File: src/rtl/disp_vram_fetch_pkg.sv
// Shared constants for the VRAM-side display fetch path.
// Frame geometry, burst sizing, AXI encodings and the fetch FSM state type.
// No logic; imported by the fetch engine.
package disp_vram_fetch_pkg;

  localparam int HPIX   = 640;
  localparam int VPIX   = 480;
  localparam int BURST  = 128;
  localparam int NBURST = HPIX * VPIX / BURST;

  localparam logic [2:0] SIZE_4B    = 3'b010;
  localparam logic [1:0] BURST_INCR = 2'b01;

  typedef enum logic [1:0] {
    S_IDLE = 2'd0,
    S_ADDR = 2'd1,
    S_DATA = 2'd2
  } state_t;

endpackage

File: src/rtl/disp_vram_fetch_if.sv
// AXI4 read-only channel bundle (AR + R) between the fetch engine and VRAM.
// Master drives the address and R-ready; slave drives ready, data and response.
// Pure wiring: no latency, flow control is plain AXI valid/ready.
interface disp_vram_fetch_if;

  logic [31:0] ARADDR;
  logic [7:0]  ARLEN;
  logic [2:0]  ARSIZE;
  logic [1:0]  ARBURST;
  logic        ARVALID;
  logic        ARREADY;
  logic [31:0] RDATA;
  logic [1:0]  RRESP;
  logic        RLAST;
  logic        RVALID;
  logic        RREADY;

  modport master (
    output ARADDR, ARLEN, ARSIZE, ARBURST, ARVALID, RREADY,
    input  ARREADY, RDATA, RRESP, RLAST, RVALID
  );

  modport slave (
    input  ARADDR, ARLEN, ARSIZE, ARBURST, ARVALID, RREADY,
    output ARREADY, RDATA, RRESP, RLAST, RVALID
  );

endinterface

File: src/rtl/disp_vram_fetch_sync_edge.sv
// Brings an asynchronous level into the local clock and flags its rising edge.
// Latency: edge pulse appears 2-3 cycles after the input rises.
// No backpressure: single-cycle pulse, consumer must act on it immediately.
module disp_sync_edge (
  input  logic clk,
  input  logic rst,
  input  logic sig_i,
  output logic rise_o
);

  logic s0_q, s1_q, s2_q;

  // Three-stage capture: s0/s1 resolve metastability, s2 delays for edge detect.
  always_ff @(posedge clk) begin
    if (rst) begin
      s0_q <= 1'b0;
      s1_q <= 1'b0;
      s2_q <= 1'b0;
    end else begin
      s0_q <= sig_i;
      s1_q <= s0_q;
      s2_q <= s1_q;
    end
  end

  assign rise_o = s1_q & ~s2_q;

endmodule

File: src/rtl/disp_vram_fetch.sv
// Fetches one full frame from VRAM per frame-start request, one AXI burst at a time.
// Latency: AR issued 3-4 cycles after AXISTART rises; each accepted beat reaches FIFO 1 cycle later.
// Backpressure: FIFOFULL drops RREADY only; AR side is never stalled by the FIFO.
module disp_vram_fetch
  import disp_vram_fetch_pkg::*;
#(
  parameter int HPIX_P  = HPIX,
  parameter int VPIX_P  = VPIX,
  parameter int BURST_P = BURST
) (
  input  logic               ACLK,
  input  logic               ARST,
  input  logic               AXISTART,
  input  logic               DISPON,
  input  logic [31:0]        DISPADDR,
  disp_vram_fetch_if.master  axi,
  output logic               FIFOWR,
  output logic [23:0]        FIFOIN,
  input  logic               FIFOFULL,
  output logic               BUSY,
  output logic               RERR
);

  localparam int NB    = HPIX_P * VPIX_P / BURST_P;
  localparam int BCW   = (NB > 1) ? $clog2(NB) : 1;
  localparam int SHIFT = $clog2(BURST_P * 4);
  localparam logic [BCW-1:0] LAST_B = BCW'(NB - 1);

  state_t          state_q, state_d;
  logic [31:0]     base_q, base_d;
  logic [BCW-1:0]  bcnt_q, bcnt_d;
  logic [BCW-1:0]  bcnt_inc;
  logic [31:0]     araddr_q, araddr_d;
  logic            busy_q, busy_d;
  logic            fifowr_q, fifowr_d;
  logic [23:0]     fifoin_q, fifoin_d;
  logic            rerr_q, rerr_d;
  logic            start;
  logic            beat;
  logic            unused_rdata_hi;

  disp_sync_edge u_start_sync (
    .clk    (ACLK),
    .rst    (ARST),
    .sig_i  (AXISTART),
    .rise_o (start)
  );

  assign beat            = axi.RVALID & axi.RREADY;
  assign bcnt_inc        = bcnt_q + BCW'(1);
  assign unused_rdata_hi = ^axi.RDATA[31:24];

  assign axi.ARVALID = (state_q == S_ADDR);
  assign axi.RREADY  = (state_q == S_DATA) & ~FIFOFULL;
  assign axi.ARADDR  = araddr_q;
  assign axi.ARLEN   = 8'(BURST_P - 1);
  assign axi.ARSIZE  = SIZE_4B;
  assign axi.ARBURST = BURST_INCR;

  assign FIFOWR = fifowr_q;
  assign FIFOIN = fifoin_q;
  assign BUSY   = busy_q;
  assign RERR   = rerr_q;

  // Next-state: frame sequencing, burst address generation, FIFO write and error capture.
  always_comb begin
    state_d  = state_q;
    base_d   = base_q;
    bcnt_d   = bcnt_q;
    araddr_d = araddr_q;
    busy_d   = busy_q;
    fifowr_d = beat;
    fifoin_d = beat ? axi.RDATA[23:0] : fifoin_q;
    rerr_d   = rerr_q | (beat & (axi.RRESP != 2'b00));
    case (state_q)
      S_IDLE: begin
        // Base is latched here so later DISPADDR changes only affect the next frame.
        if (start && DISPON) begin
          base_d   = DISPADDR;
          bcnt_d   = '0;
          araddr_d = DISPADDR;
          busy_d   = 1'b1;
          state_d  = S_ADDR;
        end
      end
      S_ADDR: begin
        if (axi.ARREADY) state_d = S_DATA;
      end
      S_DATA: begin
        // Burst boundary follows RLAST alone; beat count is not cross-checked.
        if (beat && axi.RLAST) begin
          if (bcnt_q == LAST_B) begin
            busy_d  = 1'b0;
            state_d = S_IDLE;
          end else begin
            bcnt_d   = bcnt_inc;
            araddr_d = base_q + (32'(bcnt_inc) << SHIFT);
            state_d  = S_ADDR;
          end
        end
      end
      default: state_d = S_IDLE;
    endcase
  end

  // State and output registers; synchronous reset returns everything to idle.
  always_ff @(posedge ACLK) begin
    if (ARST) begin
      state_q  <= S_IDLE;
      base_q   <= '0;
      bcnt_q   <= '0;
      araddr_q <= '0;
      busy_q   <= 1'b0;
      fifowr_q <= 1'b0;
      fifoin_q <= '0;
      rerr_q   <= 1'b0;
    end else begin
      state_q  <= state_d;
      base_q   <= base_d;
      bcnt_q   <= bcnt_d;
      araddr_q <= araddr_d;
      busy_q   <= busy_d;
      fifowr_q <= fifowr_d;
      fifoin_q <= fifoin_d;
      rerr_q   <= rerr_d;
    end
  end

endmodule

File: src/flat_wrapper.sv
// flat-port wrapper written by rule: the top's interface ports become plain ports
module disp_vram_fetch_flat import disp_vram_fetch_pkg::*;
#(
  parameter int HPIX_P  = HPIX,
  parameter int VPIX_P  = VPIX,
  parameter int BURST_P = BURST
)
  (ACLK, ARST, AXISTART, DISPON, DISPADDR, FIFOWR, FIFOIN, FIFOFULL, BUSY, RERR, axi_ARADDR, axi_ARLEN, axi_ARSIZE, axi_ARBURST, axi_ARVALID, axi_RREADY, axi_ARREADY, axi_RDATA, axi_RRESP, axi_RLAST, axi_RVALID);
  disp_vram_fetch_if axi_i ();
  input  logic ACLK;
  input  logic ARST;
  input  logic AXISTART;
  input  logic DISPON;
  input  logic [31:0] DISPADDR;
  output logic FIFOWR;
  output logic [23:0] FIFOIN;
  input  logic FIFOFULL;
  output logic BUSY;
  output logic RERR;
  output wire logic [$bits(axi_i.ARADDR)-1:0] axi_ARADDR;
  output wire logic [$bits(axi_i.ARLEN)-1:0] axi_ARLEN;
  output wire logic [$bits(axi_i.ARSIZE)-1:0] axi_ARSIZE;
  output wire logic [$bits(axi_i.ARBURST)-1:0] axi_ARBURST;
  output wire logic [$bits(axi_i.ARVALID)-1:0] axi_ARVALID;
  output wire logic [$bits(axi_i.RREADY)-1:0] axi_RREADY;
  input wire logic [$bits(axi_i.ARREADY)-1:0] axi_ARREADY;
  input wire logic [$bits(axi_i.RDATA)-1:0] axi_RDATA;
  input wire logic [$bits(axi_i.RRESP)-1:0] axi_RRESP;
  input wire logic [$bits(axi_i.RLAST)-1:0] axi_RLAST;
  input wire logic [$bits(axi_i.RVALID)-1:0] axi_RVALID;
  assign axi_ARADDR = axi_i.ARADDR;
  assign axi_ARLEN = axi_i.ARLEN;
  assign axi_ARSIZE = axi_i.ARSIZE;
  assign axi_ARBURST = axi_i.ARBURST;
  assign axi_ARVALID = axi_i.ARVALID;
  assign axi_RREADY = axi_i.RREADY;
  assign axi_i.ARREADY = axi_ARREADY;
  assign axi_i.RDATA = axi_RDATA;
  assign axi_i.RRESP = axi_RRESP;
  assign axi_i.RLAST = axi_RLAST;
  assign axi_i.RVALID = axi_RVALID;
  disp_vram_fetch #(.HPIX_P(HPIX_P), .VPIX_P(VPIX_P), .BURST_P(BURST_P)) u_core (.ACLK(ACLK), .ARST(ARST), .AXISTART(AXISTART), .DISPON(DISPON), .DISPADDR(DISPADDR), .axi(axi_i), .FIFOWR(FIFOWR), .FIFOIN(FIFOIN), .FIFOFULL(FIFOFULL), .BUSY(BUSY), .RERR(RERR));
endmodule
File: config.mk
export PLATFORM = sky130hd
export DESIGN_NAME = disp_vram_fetch_flat
export DESIGN_NICKNAME = d
export VERILOG_FILES = /design/src/rtl/disp_vram_fetch_pkg.sv /design/src/rtl/disp_vram_fetch_if.sv /design/src/rtl/disp_vram_fetch_sync_edge.sv /design/src/rtl/disp_vram_fetch.sv /design/src/flat_wrapper.sv
export SDC_FILE = /design/constraint.sdc
export NUM_CORES = 1
export LEC_CHECK = 0
export ABC_CLOCK_PERIOD_IN_PS = 4370
export BUFFER_PORTS_ARGS = -buffer_cell sky130_fd_sc_hd__buf_2
export CORE_ASPECT_RATIO = 1.5
export CORE_MARGIN = 1
export CORE_UTILIZATION = 38
export CTS_CLUSTER_DIAMETER = 120
export CTS_CLUSTER_SIZE = 24
export DETAILED_ROUTE_END_ITERATION = 8
export PLACE_DENSITY_LB_ADDON = 0.15
export REMOVE_ABC_BUFFERS = 1
export SLEW_MARGIN = 20
export SYNTH_ARGS = -nofsm -noshare
export SYNTH_HDL_FRONTEND = slang
export SYNTH_HIERARCHICAL = 1
export SYNTH_SLANG_ARGS = --single-unit
File: constraint.sdc
create_clock -name ACLK -period 4.37 [get_ports ACLK]
set_clock_uncertainty 0.2 [all_clocks]
set_input_delay 0.2185 -clock ACLK [delete_from_list [all_inputs] [get_ports ACLK]]
set_output_delay 0.2185 -clock ACLK [all_outputs]
set_load 0.02 [all_outputs]
# Yosys cells after proc, flatten, opt, wreduce, memory -nomap -nowiden
# Cells that the tools add are included.
[word_totals]
regBits = 108
latchBits = 0
mem_bits_rw = 0
romBits = 0
n_memories = 0
[op_classes]
n_addsub = 2
n_mul = 0
div = 0
magnitude_cmp = 0
n_eq_ne = 8
shifts = 0
muxes = 17
bitwise = 7
n_reduce_logical = 9
[op_table]
columns = ["cell", "count"]
rows = [
  ["$mux 32", 3],
  ["$pmux 32 s2", 1],
  ["$mux 12", 3],
  ["$add 32x21->32", 1],
  ["$pmux 12 s2", 1],
  ["$add 12x1->12 const B", 1],
  ["$eq 12x12->1 const B", 1],
  ["$reduce_and 4->1", 2],
  ["$mux 2", 3],
  ["$ne 2x2->1 const B", 3],
  ["$pmux 2 s3", 1],
  ["$and 1x1->1", 4],
  ["$mux 1", 4],
  ["$ne 2x1->1 const B", 2],
  ["$reduce_bool 2->1", 2],
  ["$reduce_and 3->1", 1],
  ["$eq 2x1->1 const B", 1],
  ["$eq 2x2->1 const B", 1],
  ["$logic_and 1x1->1", 2],
  ["$logic_not 2->1", 1],
  ["$not 1->1", 2],
  ["$pmux 1 s2", 1],
  ["$reduce_and 2->1", 1],
  ["$or 1x1->1", 1],
]

# Depth between registers and ports, before layout
[logic_depth]
ltp_word = 6
ltp_mapped = 13
depth_no_buf = 12

# Modules after synthesis
# The synthesis kept the hierarchy.
[by_module_without_submodules]
columns = ["mod", "instances", "cells_each", "area_each_um2", "seq_area_each_um2"]
rows = [
  ["disp_vram_fetch", 1, 666, 5375.2, 2102.0],
  ["disp_sync_edge", 1, 7, 87.6, 60.1],
]

# Worst setup path after synthesis
# OpenSTA, ideal clock, no wires.
[synth_timing]
kind = "register to register"
start = "register u_core.bcnt_q[0]"
end = "register u_core.araddr_q[31], in the netlist u_core/axi.ARADDR[31]"
setup_time_ns = 0.086
t_arrival_ns = 2.866
setup_slack_ns = 1.218
stages_incl_launch_ff = 13
path_cell_list = "dfxtp_1 -> ha_1 -> and4_1 -> and4_1 -> nand3_1 -> xnor2_1 -> ha_1 -> and3_2 -> nand4_1 -> a21o_4 -> a2111oi_4 -> xnor2_1 -> a221oi_2"
[synth_between]
elab_chain_cells = 5
word_cells_on_any_way = 8
cone_classes = "add/sub: 2; eq/ne: 2; mux: 3; reduce/logical: 1"
[synth_rtl]
columns = ["item", "line_no", "source"]
rows = [
  ["start, declared", "disp_vram_fetch.sv:31", "logic [BCW-1:0] bcnt_q, bcnt_d;"],
  ["start signal, assigned", "disp_vram_fetch.sv:120", "bcnt_q <= bcnt_d;"],
  ["$add 12x1->12", "disp_vram_fetch.sv:50", "assign bcnt_inc = bcnt_q + BCW'(1);"],
  ["$add 32x21->32", "disp_vram_fetch.sv:97", "araddr_d = base_q + (32'(bcnt_inc) << SHIFT);"],
  ["$mux 32", "disp_vram_fetch.sv:92", "if (bcnt_q == LAST_B) begin"],
  ["$mux 32", "disp_vram_fetch.sv:91", "if (beat && axi.RLAST) begin"],
  ["$pmux 32 s2", "disp_vram_fetch.sv:75", "case (state_q)"],
  ["end signal, assigned", "disp_vram_fetch.sv:121", "araddr_q <= araddr_d;"],
  ["end, declared", "disp_vram_fetch.sv:33", "logic [31:0] araddr_q, araddr_d;"],
]
# Parallel ways exist; a longest one is shown, timed or not. The select of a mux whose other input is x is not followed.
# A chain may end at the register's enable or synchronous reset.

# Final worst setup path
[layout_timing]
start = "register u_core.bcnt_q[0]"
end = "register u_core.araddr_q[21], in the netlist u_core/axi.ARADDR[21]"
# Same word-level chain as after synthesis.

==> impl_metrics.ini <==
[pwr]
switching_power_mw = 0.600
internal-power_mw = 1.67
pwr-share-clk_pct = 39.1
powerDensity_nw_per_um2 = 324
p_sw_share_pct = 26.4
power_frac_comb_pct = 14.6
p_leak_nw = 2.86
ir_drop_v = 0.000236
p_seq_share_pct = 46.3

[global_routing]
grt_pass1_wl_um = 24000
grt.total_usage_pct = 20.2
grt_antenna_before_repair = 0
grt_pass1_vias = 5016
gr-total-overflow = 0
grt_max_degree = 80

[drt]
routed_wl_um = 15000
viasPerCell = 5.12
drtIter0Drc = 279
drt_pass1_iterations = 5
drc_errors = 0
avgRoutedWirePerCell_um = 14.6
vias = 5243
antenna_left = 0

[synthesis]
seq_area_frac_synth_pct = 39.6
netlist_area_um2 = 5460
synth_seq_cells = 108
yosysUniqueCellTypes = 64
synthDominantAreaCellType = dfxtp_1
synth_edf_count = 0
synthMostInstantiatedCell = nand2_1
yosys_warnings = 6
yosys.area.top_type_share_pct = 39.6
synth_common_cells = nand2_1 (166), dfxtp_1 (108), a21oi_1 (101)
ys_async_sr_fraction_pct = 0
synthCells = 673
syn-mean-instance-area_um2 = 8.12
synth_area_leaders = dfxtp_1 (40%), nand2_1 (11%), a21oi_1 (9.3%)
synthFlopType = dfxtp_1

[layout]
fin_nets = 920
utilization_pct = 50.1
areaGrowthSynthToFinish_pct = 28.4
diodes = 0
instances_no_fill = 1025
drive_gt1_share_pct = 20.2

[clocking]
clockRootBuffer = clkbuf_16
cts-buffers-inserted = 9
insertion_delay_ns = 0.34
cts_resized = 0
cts_post_setup_buffers_inserted = 0
tritoncts = yes
clock_sinks = 108
cts.htree.levels = 3
clk_pin_slew_ns = 0.08
clk_path_buf_depth = 2

[timing]
tightestPinTransition_ns = 1.10
maxSlewViolCount = 0
maxClockFrequency_ghz = 0.280
hold_viol_final = 0
setup_viol = 0
slew_headroom_pct = 26.0
period_share_pct = 81.6
rsz0062_at_grt = false
layout_min_cycle_time_ns = 3.57
setup_tns_ns = 0
holdWs_ns = 0.0685

[setup_path]
reg2reg_to = u_core/axi.ARADDR[21]
cp-end-kind = register
r2r_start = u_core/bcnt_q[0]
max_stage_delay_ns = 0.55
worstSetupPathType = register to register
crit_start = u_core/bcnt_q[0]
ff2ff_setup_slack_ns = 0.80
slowest_stage = o41ai_4
worstPathArrival_ns = 3.61
startpoint_type = register
reg2reg_depth = 11
path_max_fanout = 6
crit_path_end = u_core/axi.ARADDR[21]
critical_path_required_ns = 4.42
crit_chain = ha_1 > and4_1 > and4_1 > xor2_1 > ha_1 > nand2_1 > nor2_1 > o41ai_4 > nand2_1 > and3_1 > o41ai_2

[min_path]
min_from = DISPADDR[25]
hold_path_class = input port to register

[place]
place_hpwl_um = 9980
io_buffers = 126
place_congestion = 0.869
placed_cells = 950

[job]
drv_cap = 0

[floorplanning]
die_x_um = 99.9
pin_count = 148
dieArea_um2 = 14900
fp.dieH_um = 149
rows = 53
core-area_um2 = 14000
start_util_pct = 39.0

[outcome]
status = completed
==> metrics by stage <==
stage	setup WS [ns]	power, mW	cell area, µm²
CTS	0.781	2.30	7020
global placement	0.907	1.36	6100
finish	0.803	2.27	7020
detailed placement	0.804	1.37	6100
global route	0.517	2.38	7020
floorplan	1.22	1.23	5140
==> worst max-delay path: cells and delay by family, from the launching register on <==
| kind | cells | cell delay (ns) |
|---|---|---|
| xor+xnor | 1 | 0.25 |
| fa+ha+maj | 2 | 0.62 |
| simple gates | 6 | 1.12 |
| compound gates | 2 | 0.86 |
| flops | 1 | 0.43 |
==> flip-flops by register name (all words and copies together) (netlist names) <==
signal / count
u_core/axi.ARADDR: 32
u_core/base_q: 32
u_core/FIFOIN: 24
u_core/bcnt_q: 12
u_core/state_q: 2
u_core/BUSY: 1
u_core/FIFOWR: 1
u_core/RERR: 1
u_core/u_start_sync/s0_q: 1
u_core/u_start_sync/s1_q: 1
u_core/u_start_sync/s2_q: 1
==> repair_timing <==
| action | 4_1_cts | 5_1_grt |
|---|---|---|
| endpoints found under the hold margin | 69 | 0 |
| endpoints found under the setup margin | 0 | 0 |
| hold buffers | 59 | 0 |
==> routing by layer <==
metal | vias up | wire (µm) | track usage [%] | share of wire, %
met5 | - | 0 | 0 | 0
met4 | 0 | 223 | 6.47 | 1.5
met2 | 159 | 7710 | 36.4 | 52
met1 | 2451 | 6260 | 23.5 | 42
li1 | 2615 | - | - | -
met3 | 18 | 753 | 4.45 | 5.0
==> cells in the final DEF (no fill, tap or decap), drive strengths merged, types with 7 or more instances in the layout <==
cell,synthesis,final
clkbuf,26,9
buf,33,134
o21ai,12,12
conb,2,13
a21o,8,8
nor3,11,11
ha,17,17
inv,8,10
nand2,166,166
xor2,8,8
a221oi,7,7
a311oi,12,12
nor2b,7,7
xnor2,19,19
nor2,37,37
a21oi,101,101
dfxtp,108,108
dlygate4sd3,1,59
nand3,10,10
a211oi,8,8
==> cell families after synthesis <==
logic type,share of synthesized area (%)
AO/OA/AOI/OAI,22.4
XOR/XNOR,4.33
adder cells (fa/ha/maj),4.26
buffers and inverters,7.12
flip-flops,39.6
multiplexers,0.366
other,0.137
AND/OR/NAND/NOR,21.8
==> power groups by stage <==
stage	clock (mW)	combinational (mW)	sequential, mW
after floorplan	0	0.124	1.11
after global routing	0.957	0.361	1.06
after CTS	0.913	0.331	1.05
after global placement	0	0.286	1.07
final	0.888	0.331	1.05
after detailed placement	0	0.290	1.08
==> worst min-delay path by stage <==
stage	depth (start not counted)	endpoint	slack (ns)
3_5_place_dp	1	u_core/u_start_sync/s1_q	0.23
6_report	4	u_core/axi.ARADDR[25]	0.07
5_1_grt	4	u_core/axi.ARADDR[25]	0.07
4_1_cts	4	u_core/axi.ARADDR[25]	0.06
2_1_floorplan	1	u_core/axi.ARADDR[26]	0.08
3_3_place_gp	1	u_core/u_start_sync/s1_q	0.22
==> area by class of cell <==
type	count	area [µm²]
Fill cell	1351	6980
Multi-Input combinational cell	508	2960
Sequential cell	108	2160
Timing Repair Buffer	193	1300
Tap cell	192	240
Clock buffer	9	225
Clock inverter	7	98.8
Inverter	8	30.0
Power figures use the tool's default switching activity.
